[src/rtl/iir_coeff_ctrl_if.sv]
// Bundle of config, sample-stream, filter-handshake and coefficient signals around
// iir_coeff_ctrl. The slave modport is the controller side; master is the surrounding system.
interface iir_coeff_ctrl_if #(
  parameter int unsigned INPUT_TAPS  = 3,
  parameter int unsigned OUTPUT_TAPS = 2,
  parameter int unsigned DATA_WIDTH  = 24,
  parameter int unsigned COEFF_WIDTH = 18
);
  localparam int unsigned N_COEFF    = INPUT_TAPS + OUTPUT_TAPS;
  localparam int unsigned ADDR_WIDTH = (N_COEFF > 1) ? $clog2(N_COEFF) : 1;

  logic                                   cfg_we_i;
  logic [ADDR_WIDTH-1:0]                  cfg_addr_i;
  logic [COEFF_WIDTH-1:0]                 cfg_wdata_i;
  logic                                   cfg_commit_i;
  logic                                   cfg_busy_o;
  logic                                   cfg_done_o;
  logic                                   cfg_err_o;
  logic [7:0]                             cfg_epoch_o;
  logic [DATA_WIDTH-1:0]                  s_data_i;
  logic                                   s_valid_i;
  logic                                   s_ready_o;
  logic [DATA_WIDTH-1:0]                  f_x_o;
  logic                                   f_valid_o;
  logic                                   f_ready_i;
  logic                                   f_out_valid_i;
  logic                                   f_out_ready_i;
  logic [INPUT_TAPS-1:0][COEFF_WIDTH-1:0]  coeff_x_o;
  logic [OUTPUT_TAPS-1:0][COEFF_WIDTH-1:0] coeff_y_o;

  modport slave (
    input  cfg_we_i, cfg_addr_i, cfg_wdata_i, cfg_commit_i,
    output cfg_busy_o, cfg_done_o, cfg_err_o, cfg_epoch_o,
    input  s_data_i, s_valid_i,
    output s_ready_o, f_x_o, f_valid_o,
    input  f_ready_i, f_out_valid_i, f_out_ready_i,
    output coeff_x_o, coeff_y_o
  );

  modport master (
    output cfg_we_i, cfg_addr_i, cfg_wdata_i, cfg_commit_i,
    input  cfg_busy_o, cfg_done_o, cfg_err_o, cfg_epoch_o,
    output s_data_i, s_valid_i,
    input  s_ready_o, f_x_o, f_valid_o,
    output f_ready_i, f_out_valid_i, f_out_ready_i,
    input  coeff_x_o, coeff_y_o
  );
endinterface

[src/rtl/iir_coeff_ctrl.sv]
// Double-banked IIR coefficient controller: staging bank written via the config port, active
// bank swapped in atomically once accepted samples have drained out of the filter.
module iir_coeff_ctrl #(
  parameter int unsigned INPUT_TAPS   = 3,
  parameter int unsigned OUTPUT_TAPS  = 2,
  parameter int unsigned DATA_WIDTH   = 24,
  parameter int unsigned COEFF_WIDTH  = 18,
  parameter int unsigned MAX_INFLIGHT = 1
) (
  input logic             clk_i,
  input logic             rst_i,
  iir_coeff_ctrl_if.slave bus
);
  localparam int unsigned N_COEFF = INPUT_TAPS + OUTPUT_TAPS;
  localparam int unsigned IFW     = $clog2(MAX_INFLIGHT + 1);

  typedef enum logic [1:0] {StRun, StDrain, StSwap} state_e;

  state_e                 r_state, w_state_d;
  logic                   r_pending, w_pending_d;
  logic [IFW-1:0]         r_in_flight;
  logic [7:0]             r_epoch;
  logic                   r_err;
  logic [COEFF_WIDTH-1:0] r_stage  [N_COEFF];
  logic [COEFF_WIDTH-1:0] r_active [N_COEFF];

  logic w_gate, w_accept, w_retire, w_swap, w_addr_ok;

  // rst_i is folded in so the handshake is closed while reset is held
  assign w_gate = rst_i | (r_state != StRun) | r_pending |
                  (r_in_flight == IFW'(MAX_INFLIGHT));

  assign bus.f_x_o     = bus.s_data_i;
  assign bus.f_valid_o = bus.s_valid_i & ~w_gate;
  assign bus.s_ready_o = bus.f_ready_i & ~w_gate;

  assign w_accept  = bus.s_valid_i & bus.f_ready_i & ~w_gate;
  assign w_retire  = bus.f_out_valid_i & bus.f_out_ready_i;
  assign w_swap    = (r_state == StSwap);
  assign w_addr_ok = (32'(bus.cfg_addr_i) < N_COEFF);

  assign bus.cfg_busy_o  = r_pending | (r_state != StRun);
  assign bus.cfg_done_o  = w_swap;
  assign bus.cfg_err_o   = r_err;
  assign bus.cfg_epoch_o = r_epoch;

  always_comb begin
    w_state_d   = r_state;
    w_pending_d = r_pending;
    case (r_state)
      StRun: begin
        if (bus.cfg_commit_i) begin
          w_pending_d = 1'b1;
          w_state_d   = StDrain;
        end
      end
      StDrain: begin
        if (r_in_flight == '0) w_state_d = StSwap;
      end
      StSwap: begin
        // A commit seen during the swap re-arms immediately, skipping RUN
        w_pending_d = bus.cfg_commit_i;
        w_state_d   = bus.cfg_commit_i ? StDrain : StRun;
      end
      default: w_state_d = StRun;
    endcase
  end

  always_ff @(posedge clk_i or posedge rst_i) begin
    if (rst_i) begin
      r_state     <= StRun;
      r_pending   <= 1'b0;
      r_in_flight <= '0;
      r_epoch     <= 8'd0;
      r_err       <= 1'b0;
    end else begin
      r_state   <= w_state_d;
      r_pending <= w_pending_d;
      r_err     <= bus.cfg_we_i & ~w_addr_ok;
      if (w_swap) r_epoch <= r_epoch + 8'd1;
      case ({w_accept, w_retire})
        2'b10:   r_in_flight <= r_in_flight + IFW'(1);
        2'b01:   if (r_in_flight != '0) r_in_flight <= r_in_flight - IFW'(1);
        default: r_in_flight <= r_in_flight;
      endcase
    end
  end

  always_ff @(posedge clk_i or posedge rst_i) begin
    if (rst_i) begin
      for (int i = 0; i < N_COEFF; i++) begin
        r_stage[i]  <= '0;
        r_active[i] <= '0;
      end
    end else begin
      for (int i = 0; i < N_COEFF; i++) begin
        if (bus.cfg_we_i && w_addr_ok && (32'(bus.cfg_addr_i) == i)) r_stage[i] <= bus.cfg_wdata_i;
        if (w_swap) r_active[i] <= r_stage[i];
      end
    end
  end

  always_comb begin
    bus.coeff_x_o = '0;
    bus.coeff_y_o = '0;
    for (int i = 0; i < INPUT_TAPS; i++)  bus.coeff_x_o[i] = r_active[i];
    for (int j = 0; j < OUTPUT_TAPS; j++) bus.coeff_y_o[j] = r_active[INPUT_TAPS+j];
  end
endmodule

[src/flat_wrapper.sv]
// flat-port wrapper written by rule: the top's interface ports become plain ports
module iir_coeff_ctrl_flat 
#(
  parameter int unsigned INPUT_TAPS   = 3,
  parameter int unsigned OUTPUT_TAPS  = 2,
  parameter int unsigned DATA_WIDTH   = 24,
  parameter int unsigned COEFF_WIDTH  = 18,
  parameter int unsigned MAX_INFLIGHT = 1
)
  (clk_i, rst_i, bus_cfg_we_i, bus_cfg_addr_i, bus_cfg_wdata_i, bus_cfg_commit_i, bus_cfg_busy_o, bus_cfg_done_o, bus_cfg_err_o, bus_cfg_epoch_o, bus_s_data_i, bus_s_valid_i, bus_s_ready_o, bus_f_x_o, bus_f_valid_o, bus_f_ready_i, bus_f_out_valid_i, bus_f_out_ready_i, bus_coeff_x_o, bus_coeff_y_o);
  iir_coeff_ctrl_if #(.INPUT_TAPS(INPUT_TAPS), .OUTPUT_TAPS(OUTPUT_TAPS), .DATA_WIDTH(DATA_WIDTH), .COEFF_WIDTH(COEFF_WIDTH)) bus_i ();
  input logic clk_i;
  input logic rst_i;
  input wire logic [$bits(bus_i.cfg_we_i)-1:0] bus_cfg_we_i;
  input wire logic [$bits(bus_i.cfg_addr_i)-1:0] bus_cfg_addr_i;
  input wire logic [$bits(bus_i.cfg_wdata_i)-1:0] bus_cfg_wdata_i;
  input wire logic [$bits(bus_i.cfg_commit_i)-1:0] bus_cfg_commit_i;
  output wire logic [$bits(bus_i.cfg_busy_o)-1:0] bus_cfg_busy_o;
  output wire logic [$bits(bus_i.cfg_done_o)-1:0] bus_cfg_done_o;
  output wire logic [$bits(bus_i.cfg_err_o)-1:0] bus_cfg_err_o;
  output wire logic [$bits(bus_i.cfg_epoch_o)-1:0] bus_cfg_epoch_o;
  input wire logic [$bits(bus_i.s_data_i)-1:0] bus_s_data_i;
  input wire logic [$bits(bus_i.s_valid_i)-1:0] bus_s_valid_i;
  output wire logic [$bits(bus_i.s_ready_o)-1:0] bus_s_ready_o;
  output wire logic [$bits(bus_i.f_x_o)-1:0] bus_f_x_o;
  output wire logic [$bits(bus_i.f_valid_o)-1:0] bus_f_valid_o;
  input wire logic [$bits(bus_i.f_ready_i)-1:0] bus_f_ready_i;
  input wire logic [$bits(bus_i.f_out_valid_i)-1:0] bus_f_out_valid_i;
  input wire logic [$bits(bus_i.f_out_ready_i)-1:0] bus_f_out_ready_i;
  output wire logic [$bits(bus_i.coeff_x_o)-1:0] bus_coeff_x_o;
  output wire logic [$bits(bus_i.coeff_y_o)-1:0] bus_coeff_y_o;
  assign bus_i.cfg_we_i = bus_cfg_we_i;
  assign bus_i.cfg_addr_i = bus_cfg_addr_i;
  assign bus_i.cfg_wdata_i = bus_cfg_wdata_i;
  assign bus_i.cfg_commit_i = bus_cfg_commit_i;
  assign bus_cfg_busy_o = bus_i.cfg_busy_o;
  assign bus_cfg_done_o = bus_i.cfg_done_o;
  assign bus_cfg_err_o = bus_i.cfg_err_o;
  assign bus_cfg_epoch_o = bus_i.cfg_epoch_o;
  assign bus_i.s_data_i = bus_s_data_i;
  assign bus_i.s_valid_i = bus_s_valid_i;
  assign bus_s_ready_o = bus_i.s_ready_o;
  assign bus_f_x_o = bus_i.f_x_o;
  assign bus_f_valid_o = bus_i.f_valid_o;
  assign bus_i.f_ready_i = bus_f_ready_i;
  assign bus_i.f_out_valid_i = bus_f_out_valid_i;
  assign bus_i.f_out_ready_i = bus_f_out_ready_i;
  assign bus_coeff_x_o = bus_i.coeff_x_o;
  assign bus_coeff_y_o = bus_i.coeff_y_o;
  iir_coeff_ctrl #(.INPUT_TAPS(INPUT_TAPS), .OUTPUT_TAPS(OUTPUT_TAPS), .DATA_WIDTH(DATA_WIDTH), .COEFF_WIDTH(COEFF_WIDTH), .MAX_INFLIGHT(MAX_INFLIGHT)) u_core (.clk_i(clk_i), .rst_i(rst_i), .bus(bus_i));
endmodule
[config.mk]
export PLATFORM = sky130hd
export DESIGN_NAME = iir_coeff_ctrl_flat
export DESIGN_NICKNAME = d
export VERILOG_FILES = /design/src/rtl/iir_coeff_ctrl_if.sv /design/src/rtl/iir_coeff_ctrl.sv /design/src/flat_wrapper.sv
export SDC_FILE = /design/constraint.sdc
export NUM_CORES = 1
export LEC_CHECK = 0
export CORE_MARGIN = 2
export CORE_UTILIZATION = 49
export CTS_CLUSTER_DIAMETER = 50
export CTS_CLUSTER_SIZE = 24
export DETAILED_ROUTE_END_ITERATION = 10
export GPL_ROUTABILITY_DRIVEN = 0
export PLACE_DENSITY = 0.85
export SYNTH_ARGS = -nofsm -noshare
export SYNTH_HDL_FRONTEND = slang
export SYNTH_SLANG_ARGS = --single-unit
[constraint.sdc]
create_clock -name clk_i -period 10.99 [get_ports clk_i]
set_clock_uncertainty 0.2 [all_clocks]
set_input_delay 3.297 -clock clk_i [delete_from_list [all_inputs] [get_ports clk_i]]
set_output_delay 3.297 -clock clk_i [all_outputs]
set_load 0.01 [all_outputs]
# Word level (Yosys, flattened, before mapping)
# Cells that the tools add are included.
# W data, S select, Z words.
dict set report op_classes {
  n_addsub 3
  multipliers 0
  div_mod_pow 0
  n_lt_le_gt_ge 1
  n_eq_ne 10
  n_shift 0
  muxes 8
  n_bitwise 12
  reduce_logical 13
}
# operator n
set ops {}
lappend ops {{$add A8 B1 Y8 const B} 1}
lappend ops {{$and A1 B1 Y1} 6}
lappend ops {{$eq A3 B2 Y1 const B} 2}
lappend ops {{$logic_and A1 B1 Y1} 6}
lappend ops {{$pmux W2 S3} 1}
lappend ops {{$reduce_bool A2 Y1} 3}
lappend ops {{$eq A2 B1 Y1 const B} 2}
lappend ops {{$eq A2 B2 Y1 const B} 2}
lappend ops {{$mux W2} 2}
lappend ops {{$ne A2 B2 Y1 const B} 2}
lappend ops {{$or A1 B1 Y1} 4}
lappend ops {{$pmux W1 S2} 2}
lappend ops {{$reduce_and A2 Y1} 2}
lappend ops {{$eq A3 B1 Y1 const B} 1}
lappend ops {{$eq A3 B3 Y1 const B} 1}
lappend ops {{$logic_not A3 Y1} 1}
lappend ops {{$lt A3 B3 Y1 const B} 1}
lappend ops {{$mux W1} 3}
lappend ops {{$logic_not A2 Y1} 1}
lappend ops {{$not A1 Y1} 2}
lappend ops {{$add A1 B1 Y1 const B} 1}
lappend ops {{$sub A1 B1 Y1 const B} 1}
dict set report totals {
  regBits 193
  latchBits 0
  ram_bits 0
  mem_bits_ro 0
  inputBits 53
  out_inout_bits 127
  elab_cells 62
  mem_count 0
}

# Longest topological paths before layout
# Gate-level depths: netlist (run 1).
dict set report depth {
  word_depth 8
  mapped_depth 6
  mapped_depth_nobuf 6
}

# Least setup slack after synthesis (run 1)
# Ideal clock, no wire load.
dict set report synth_path {
  path_type {input port to output port}
  start {in rst_i}
  end {out bus_s_ready_o}
  arrival_ps 3781
  required_time_ps 7493
  path_slack_ps 3712
  cell_stages 1
  n_path_buf 0
  cell_sequence {nor4b_1}
}
dict set report synth_via {
  elab_chain_cells 5
}
# element line_no
set synth_lines {}
lappend synth_lines {{from (decl)} flat_wrapper.sv:13} ;# input logic rst_i;
lappend synth_lines {{$or A1 B1 Y1 (3 in series)} iir_coeff_ctrl.sv:30} ;# assign w_gate = rst_i | (r_state != StRun) | r_pending |
lappend synth_lines {{$not A1 Y1} iir_coeff_ctrl.sv:35} ;# assign bus.s_ready_o = bus.f_ready_i & ~w_gate;
lappend synth_lines {{$and A1 B1 Y1} iir_coeff_ctrl.sv:35}
lappend synth_lines {{to (decl)} flat_wrapper.sv:24} ;# output wire logic [$bits(bus_i.s_ready_o)-1:0] bus_s_ready_o;
# Every way passes these cells.

# Final worst setup path (run 1)
# Ends and elaborated chain as after synthesis.

==> impl_metrics.toml, run 1 <==
[grt]
grt_pass1_wl_um = 25300
overflow = 0
grt_max_degree = 111
antenna_found_initial = 0
grt_pass1_vias = 4791
track_usage = 0.199

[floorplan]
fp.coreArea_mm2 = 0.0152
die_w_um = 129
rows = 45
dieArea_mm2 = 0.0165
dieHeight_um = 129
start_util = 0.500
ioPinCount = 180

[layout]
utilization = 0.623
n_antenna_cell = 0
num-nets-final = 806
layout_common_cells = "nand2_1 (281), dfrtp_1 (193), clkdlybuf4s50_1 (131)"
drive_gt1_frac = 0.153
layout_commonest_cell = "nand2_1"
areaGrowthSynthToFinish_pct = 24.6
instances_no_fill = 952

[route]
vias = 4811
drc = 0
routedWlPerCell_um = 16.3
via_per_inst = 5.05
route.antenna.remaining_nets = 0
drt_wl_total_um = 15500
drtIter0Drc = 357
first_pass_iters = 5

[timing]
post-route-min-period_ns = 8.31
finalSetupTns_ns = 0
rsz0062_at_grt = "no"
slew_viol_final = 0
worst_pin_slew_ns = 1.16
clock.fmax_ghz = 0.120
timing.final.crit_share = 0.756
whs_ns = 0.261
finalWorstSetupSlack_ns = 2.68
slew_headroom = 0.224
setup_viol = 0
finalHoldViolations = 0

[synthesis]
yosys_warnings = 0
synth.avg_cell_area_um2 = 11.7
ys_seq_area_frac = 0.635
synth_seq_cells = 193
syn_inst = 649
synth.distinct_cells = 33
syn-num-nets = 704
synth_mux_area_frac = 0.138
synth-adder-area-share = 0.00329
synth_area_mm2 = 0.00760
synth_compound_area_frac = 0.00230
yosys.area_share.simple = 0.164
synth_top_family_by_area = "simple AND/OR/NAND/NOR gates"
synth_xor_area_frac = 0.00806

[clock_tree]
clock_path_buffers = 2
cts_made_buffers = 17
clkLatencyLatePin_ns = 0.42
cts_tree = "yes"
cts-root-buf = "clkbuf_16"
clk_pin_slew_worst_paths_ns = 0.07
postCtsHoldBufs = 0
cts_post_setup_buffers_inserted = 0
post_cts_resized = 0
htreeDepth = 4
cts_sinks = 193

[pwr]
pwr-share-clk = 0.263
switching_share = 0.300
cellLeakagePower_nw = 4.52
power_frac_comb = 0.302
p_per_area_mw_per_mm2 = 261
ir_drop_v = 0.000122
switchingPower_mw = 0.741
intPower_mw = 1.73
pwr-share-seq = 0.436

[placed_design]
portBuffers = 131
dpl.cell_count = 920
detailedPlace.worstSlack_ns = 2.68
hpwlAfterDp_um = 9630

[worst_setup_path]
worst-setup-path-type = "input pin to output pin"
critPathLaunchType = "input pin"
worstPathRequired_ns = 7.49
cp-end-kind = "output pin"
crit_fanout = 3
arrival_ns = 4.81
ff2ff_setup_slack_ns = 8.56

[worst_hold_path]
worstHoldPathType = "register to register"

[flow_run]
maxCapViolCount = 0

[run_status]
outcome = "finished, final reports clean"
## power groups by stage
stage / Clock [mW] / Combinational (mW) / Sequential (mW)
2_1_floorplan: 0 / 0.299 / 1.13
3_3_place_gp: 0 / 0.734 / 1.08
3_5_place_dp: 0 / 0.754 / 1.09
4_1_cts: 0.664 / 0.757 / 1.08
5_1_grt: 0.692 / 0.819 / 1.10
6_report: 0.649 / 0.746 / 1.08
## area by class of cell
type | count | area (um2)
Clock buffer | 19 | 443
Clock inverter | 13 | 185
Fill cell | 1204 | 5730
Inverter | 2 | 16.3
Multi-Input combinational cell | 402 | 2420
Sequential cell | 193 | 4830
Tap cell | 188 | 235
Timing Repair Buffer | 135 | 1340
## flip-flops by register name, indices dropped and copies added (netlist names)
signal / cells
u_core.bus.coeff_x_o: 54
u_core.bus.cfg_err_o: 1
u_core.bus.cfg_epoch_o: 8
u_core.r_state: 2
u_core.r_stage: 90
u_core.r_pending: 1
u_core.bus.coeff_y_o: 36
u_core.r_in_flight: 1
## cells in the mapped netlist (all sizes together)
cell type	count	share of area
nor3b	3	0.0043
mux2	90	0.14
nor4b	2	0.0031
and2	1	0.00082
buf	46	0.045
ha	2	0.0033
nand4b	1	0.0031
o211a	1	0.0013
or3	1	0.00082
inv	2	0.00099
and3	1	0.00082
nand2b	3	0.0028
and4b	1	0.0013
a21o	1	0.00099
nor3	3	0.0049
nand2	281	0.14
dfrtp	193	0.64
nand3b	1	0.00099
xnor2	7	0.0081
clkbuf	6	0.0030
nand4	3	0.0025
## layer usage
layer	vias up	GRT usage	routed length, um
met5	-	0	0
met4	0	0.0793	257
met3	17	0.0387	624
met2	117	0.306	7400
met1	2417	0.282	7210
li1	2260	-	-
## cell families after synthesis
logic type | after synthesis
buf+inv | 54
compound gates | 2
simple gates | 301
mux | 90
flops | 193
fa+ha+maj | 2
xor+xnor | 7
## through the flow
step	power, mW	area, um2
5_1_grt	2.62	9470
3_3_place_gp	1.81	8850
3_5_place_dp	1.84	8850
6_report	2.47	9470
2_1_floorplan	1.43	7600
4_1_cts	2.50	9470
## worst paths after layout
| check | startpoint | end | cells after the start |
|---|---|---|---|
| worst max-delay path | rst_i | bus_s_ready_o | 3 |
| worst min-delay path | u_core.r_stage[26]$_DFFE_PP0P_ | u_core.bus.coeff_y_o[8]$_DFFE_PP0N_ | 2 |
| worst max register to register | u_core.r_state[0]$_DFFE_PP0P_ | u_core.bus.cfg_epoch_o[4]$_DFFE_PP0N_ | 5 |
| worst min register to register | u_core.r_stage[26]$_DFFE_PP0P_ | u_core.bus.coeff_y_o[8]$_DFFE_PP0N_ | 2 |
| max in group asynchronous | rst_i | u_core.r_stage[9]$_DFFE_PP0P_ | 3 |
| min in group asynchronous | rst_i | u_core.bus.cfg_epoch_o[0]$_DFFE_PP0N_ | 2 |
## critical path, cell delays in order
cell and delay [ns]:
clkdlybuf4s50_1 0.54, nor4b_1 0.38, clkdlybuf4s50_1 0.59
Note: power is estimated with default switching activity, not from simulation.
==> inputs of run 2 (changes only) <==
==> constraint.sdc (replaced) <==
create_clock -name clk_i -period 8.7 [get_ports clk_i]
set_clock_uncertainty 0.2 [all_clocks]
set_input_delay 2.61 -clock clk_i [delete_from_list [all_inputs] [get_ports clk_i]]
set_output_delay 2.61 -clock clk_i [all_outputs]
set_load 0.01 [all_outputs]
==> run 2 against run 1 <==
  * Worst setup slack lost 0.91 ns
  * Final area decreased by 0.65%
  * Final cell count down 0.21%
  * Sequential power increased by 26%
  * Largest power group unchanged
  * Count of clock-buffer cells in the layout stayed put
==> impl_metrics.toml, run 2 (synthesis gave the netlist of run 1 again) <==
[route]
drtIter0Drc = 336
drc = 0
routedWlPerCell_um = 16.1
drt_wl_total_um = 15300
route.antenna.remaining_nets = 0
via_per_inst = 5.10
first_pass_iters = 5
vias = 4841

[layout]
regMostFlops = "u_core.r_stage"
largest_register_ffs = 90
layout_commonest_cell = "nand2_1"
final_cell_area_mm2 = 0.00941
instances_no_fill = 950
drive_gt1_frac = 0.152
layout_common_cells = "nand2_1 (281), dfrtp_1 (193), clkdlybuf4s50_1 (131)"
n_antenna_cell = 0
num-nets-final = 806
utilization = 0.619
areaGrowthSynthToFinish_pct = 23.8

[timing]
worst_pin_slew_ns = 1.14
timing.final.crit_share = 0.796
finalSetupTns_ns = 0
whs_ns = 0.260
clock.fmax_ghz = 0.144
post-route-min-period_ns = 6.92
setup_viol = 0
slew_headroom = 0.236
finalWorstSetupSlack_ns = 1.78
finalHoldViolations = 0
slew_viol_final = 0
rsz0062_at_grt = "no"

[worst_setup_path]
reg2reg_depth = 5
crit_fanout = 3
cpPeakStageDelay_ns = 0.59
startpoint = "rst_i"
worst-setup-path-type = "input pin to output pin"
slowest_stage = "clkdlybuf4s50_1"
ff2ff_setup_slack_ns = 6.30
critPathLaunchType = "input pin"
rr_startpoint = "u_core.r_state[0]$_DFFE_PP0P_"
cp-end-kind = "output pin"
setup.worst_path.end = "bus_f_valid_o"
cpMostUsedCell = "clkdlybuf4s50_1"
crit_chain = "clkdlybuf4s50_1, nor4b_2, clkdlybuf4s50_1"
worstPathRequired_ns = 5.89
arrival_ns = 4.11
r2r_end = "u_core.bus.cfg_epoch_o[6]$_DFFE_PP0N_"

[placed_design]
portBuffers = 131
detailedPlace.worstSlack_ns = 1.78
dpl.cell_count = 920
placed_area_mm2 = 0.00885
hpwlAfterDp_um = 9630

[pwr]
p_per_area_mw_per_mm2 = 324
cellLeakagePower_nw = 4.49
ir_drop_v = 0.000156
fin_total_pwr_mw = 3.05

[floorplan]
rows = 45
ioPinCount = 180
fp.coreArea_mm2 = 0.0152
die_w_um = 129
start_util = 0.500
dieArea_mm2 = 0.0165
dieHeight_um = 129

[clock_tree]
cts-root-buf = "clkbuf_16"
post_cts_resized = 0
clkLatencyLatePin_ns = 0.42
clock_path_buffers = 2
htreeDepth = 4
cts_tree = "yes"
postCtsHoldBufs = 0
cts_post_setup_buffers_inserted = 0
cts_made_buffers = 17
cts_sinks = 193
clk_pin_slew_worst_paths_ns = 0.07

[grt]
overflow = 0
antenna_found_initial = 0
met1_usage = 0.275
grt_util_met2 = 0.305
busiest_layer = "met2"
track_usage = 0.197
grt_pass1_wl_um = 25100
use_met3 = 0.0420
grt_max_degree = 119
grt_pass1_vias = 4781

[flow_run]
maxCapViolCount = 0

[run_status]
outcome = "finished, final reports clean"

[worst_hold_path]
worstHoldPathType = "register to register"
[run 2: layout make-up]
type / instances / area (um2)
fillers: 1220 / 5790
flip-flops and latches: 193 / 4830
multi-input cells: 402 / 2420
repair buffers: 135 / 1340
clock buffers: 19 / 453
well taps: 188 / 235
clock inverters: 11 / 114
inverters: 2 / 16.3
[run 2: how the worst min path moves through the flow]
stage                                                end  slack, ns  depth (start not counted)                            from
finish              u_core.bus.coeff_y_o[10]$_DFFE_PP0N_       0.26                          2  u_core.r_stage[28]$_DFFE_PP0P_
global route        u_core.bus.coeff_y_o[17]$_DFFE_PP0N_       0.28                          2  u_core.r_stage[35]$_DFFE_PP0P_
CTS                 u_core.bus.coeff_y_o[21]$_DFFE_PP0N_       0.26                          2   u_core.r_stage[3]$_DFFE_PP0P_
detailed placement  u_core.bus.coeff_y_o[21]$_DFFE_PP0N_       0.25                          2   u_core.r_stage[3]$_DFFE_PP0P_
global placement    u_core.bus.coeff_x_o[42]$_DFFE_PP0N_       0.24                          2  u_core.r_stage[42]$_DFFE_PP0P_
floorplan           u_core.bus.coeff_x_o[18]$_DFFE_PP0N_       0.23                          2  u_core.r_stage[54]$_DFFE_PP0P_
[run 2: power breakdown]
group          switching, mW  internal, mW
clock                  0.319         0.433
combinational          0.432         0.508
sequential             0.173          1.19
total                  0.923          2.13
[run 2: metal layers]
metal	share of wire	up-vias	wire, um
met5	0	-	0
met4	0.017	0	258
met3	0.041	22	619
met2	0.47	111	7230
met1	0.47	2449	7150
li1	-	2259	-
[run 2: worst max-delay path, delay by kind of cell]
family,cells,cell delay [ns]
buf+inv,2,1.13
simple gates,1,0.36
==> inputs of run 3 (changes only) <==
==> constraint.sdc (replaced) <==
create_clock -name clk_i -period 7.2 [get_ports clk_i]
set_clock_uncertainty 0.2 [all_clocks]
set_input_delay 2.16 -clock clk_i [delete_from_list [all_inputs] [get_ports clk_i]]
set_output_delay 2.16 -clock clk_i [all_outputs]
set_load 0.01 [all_outputs]
==> run 3 against run 2 <==
  * Global-route usage is 0.094 points lower
  * Critical path depth did not move
  * Power increased by 24%
  * Utilization is 0.57 points higher
  * Sequential power is 21% higher
  * Routed wire length is 1.4% higher
  * Final area increased by 0.92%
  * Worst setup slack worse by 0.53 ns
==> impl_metrics.toml, run 3 (synthesis gave the netlist of run 1 again) <==
[run_status]
outcome = "finished, final reports clean"

[layout]
layout_common_cells = "nand2_1 (281), dfrtp_1 (193), clkdlybuf4s50_1 (131)"
largest_register_ffs = 90
regMostFlops = "u_core.r_stage"
final_cell_area_mm2 = 0.00950
areaGrowthSynthToFinish_pct = 25.0
layout_commonest_cell = "nand2_1"
n_antenna_cell = 0
fill_cells = 1189
drive_gt1_frac = 0.156
instances_no_fill = 953
num-nets-final = 807

[clock_tree]
htreeDepth = 4
clkLatencyLatePin_ns = 0.42
clk_pin_slew_worst_paths_ns = 0.07
clock_path_buffers = 2
cts_made_buffers = 17
cts_tree = "yes"
post_cts_resized = 0
cts_post_setup_buffers_inserted = 0
postCtsHoldBufs = 0
cts-root-buf = "clkbuf_16"
cts_sinks = 193

[timing]
rsz0062_at_grt = "no"
slew_viol_final = 0
setup_viol = 0
finalHoldViolations = 0
clock.fmax_ghz = 0.168
timing.final.crit_share = 0.827
worst_pin_slew_ns = 1.09
post-route-min-period_ns = 5.96
finalSetupTns_ns = 0
slew_headroom = 0.274
whs_ns = 0.264

[pwr]
cellLeakagePower_nw = 4.52
ir_drop_v = 0.000223
p_per_area_mw_per_mm2 = 399

[worst_setup_path]
arrival_ns = 3.60
rr_startpoint = "u_core.r_state[0]$_DFFE_PP0P_"
crit_chain = "clkdlybuf4s50_1, nor4b_2, clkdlybuf4s50_1"
critPathLaunchType = "input pin"
cpPeakStageDelay_ns = 0.59
worst-path-stages = 3
timing.critical_path.buf_inv = 2
slowest_stage = "clkdlybuf4s50_1"
crit_family = "buffers and inverters"
setup.worst_path.end = "bus_f_valid_o"
ff2ff_setup_slack_ns = 4.59
startpoint = "rst_i"
crit_fanout = 3
r2r_end = "u_core.bus.cfg_epoch_o[4]$_DFFE_PP0N_"
cp-end-kind = "output pin"
worst-setup-path-type = "input pin to output pin"
reg2reg_depth = 5
worstPathRequired_ns = 4.84
cpMostUsedCell = "clkdlybuf4s50_1"

[grt]
track_usage = 0.196
grt_pass1_wl_um = 25100
overflow = 0
antenna_found_initial = 0
grt_max_degree = 194
grt_pass1_vias = 4768

[floorplan]
start_util = 0.500
ioPinCount = 180
fp.coreArea_mm2 = 0.0152
die_w_um = 129
rows = 45
dieArea_mm2 = 0.0165
dieHeight_um = 129

[route]
vias = 4797
routedWlPerCell_um = 16.2
drtIter0Drc = 315
route.antenna.remaining_nets = 0
via_per_inst = 5.03
drc = 0
drt_wl_total_um = 15500
first_pass_iters = 4

[flow_run]
maxCapViolCount = 0

[placed_design]
placed_area_mm2 = 0.00886
dpl.cell_count = 921
hpwlAfterDp_um = 9460
portBuffers = 131

[worst_hold_path]
worstHoldPathType = "register to register"
run 3: cell type report:
cell class | instances | area [um2] | share of cell area
sequential | 193 | 4830 | 0.508
multi-input combinational | 402 | 2420 | 0.255
timing repair buffer | 136 | 1360 | 0.143
clock buffer | 19 | 453 | 0.0477
tap | 188 | 235 | 0.0248
clock inverter | 13 | 184 | 0.0194
inverter | 2 | 12.5 | 0.00132
run 3: worst reg2reg max path, cell delays in order, from the launching register on:
cell and delay [ns]:
dfrtp_1 0.42, nand2b_4 0.47, clkinv_2 0.19, buf_4 0.74, nand4_1 0.30, xnor2_1 0.18
run 3: metrics by stage:
| step | power (mW) | utilization | setup WS, ns |
|---|---|---|---|
| finish | 3.79 | 0.625 | 1.24 |
| global route | 4.01 | 0.625 | 1.15 |
| CTS | 3.83 | 0.625 | 1.25 |
| detailed placement | 2.82 | 0.583 | 1.25 |
| global placement | 2.77 | 0.583 | 1.28 |
| floorplan | 2.19 | - | 2.20 |
run 3: where the power goes:
group / switching (mW) / internal [mW]
logic: 0.525 / 0.615
registers: 0.210 / 1.44
clock network: 0.403 / 0.600
total: 1.14 / 2.65
run 3: worst min path at each step:
stage	startpoint	end	slack, ns	cells after the start
final	u_core.r_stage[62]$_DFFE_PP0P_	u_core.bus.coeff_x_o[26]$_DFFE_PP0N_	0.26	2
after global routing	u_core.r_stage[68]$_DFFE_PP0P_	u_core.bus.coeff_x_o[32]$_DFFE_PP0N_	0.28	2
after CTS	u_core.r_stage[62]$_DFFE_PP0P_	u_core.bus.coeff_x_o[26]$_DFFE_PP0N_	0.26	2
after detailed placement	u_core.r_stage[62]$_DFFE_PP0P_	u_core.bus.coeff_x_o[26]$_DFFE_PP0N_	0.25	2
after global placement	u_core.r_stage[85]$_DFFE_PP0P_	u_core.bus.coeff_x_o[13]$_DFFE_PP0N_	0.24	2
after floorplan	u_core.r_stage[54]$_DFFE_PP0P_	u_core.bus.coeff_x_o[18]$_DFFE_PP0N_	0.23	2
run 3: metal layers:
layer | part of all wire | wire length [um] | global-route usage | vias up
met3 | 0.040 | 623 | 0.0337 | 17
met5 | 0 | 0 | 0 | -
met4 | 0.014 | 215 | 0.0652 | 0
li1 | - | - | - | 2269
met2 | 0.47 | 7310 | 0.309 | 126
met1 | 0.47 | 7320 | 0.281 | 2385
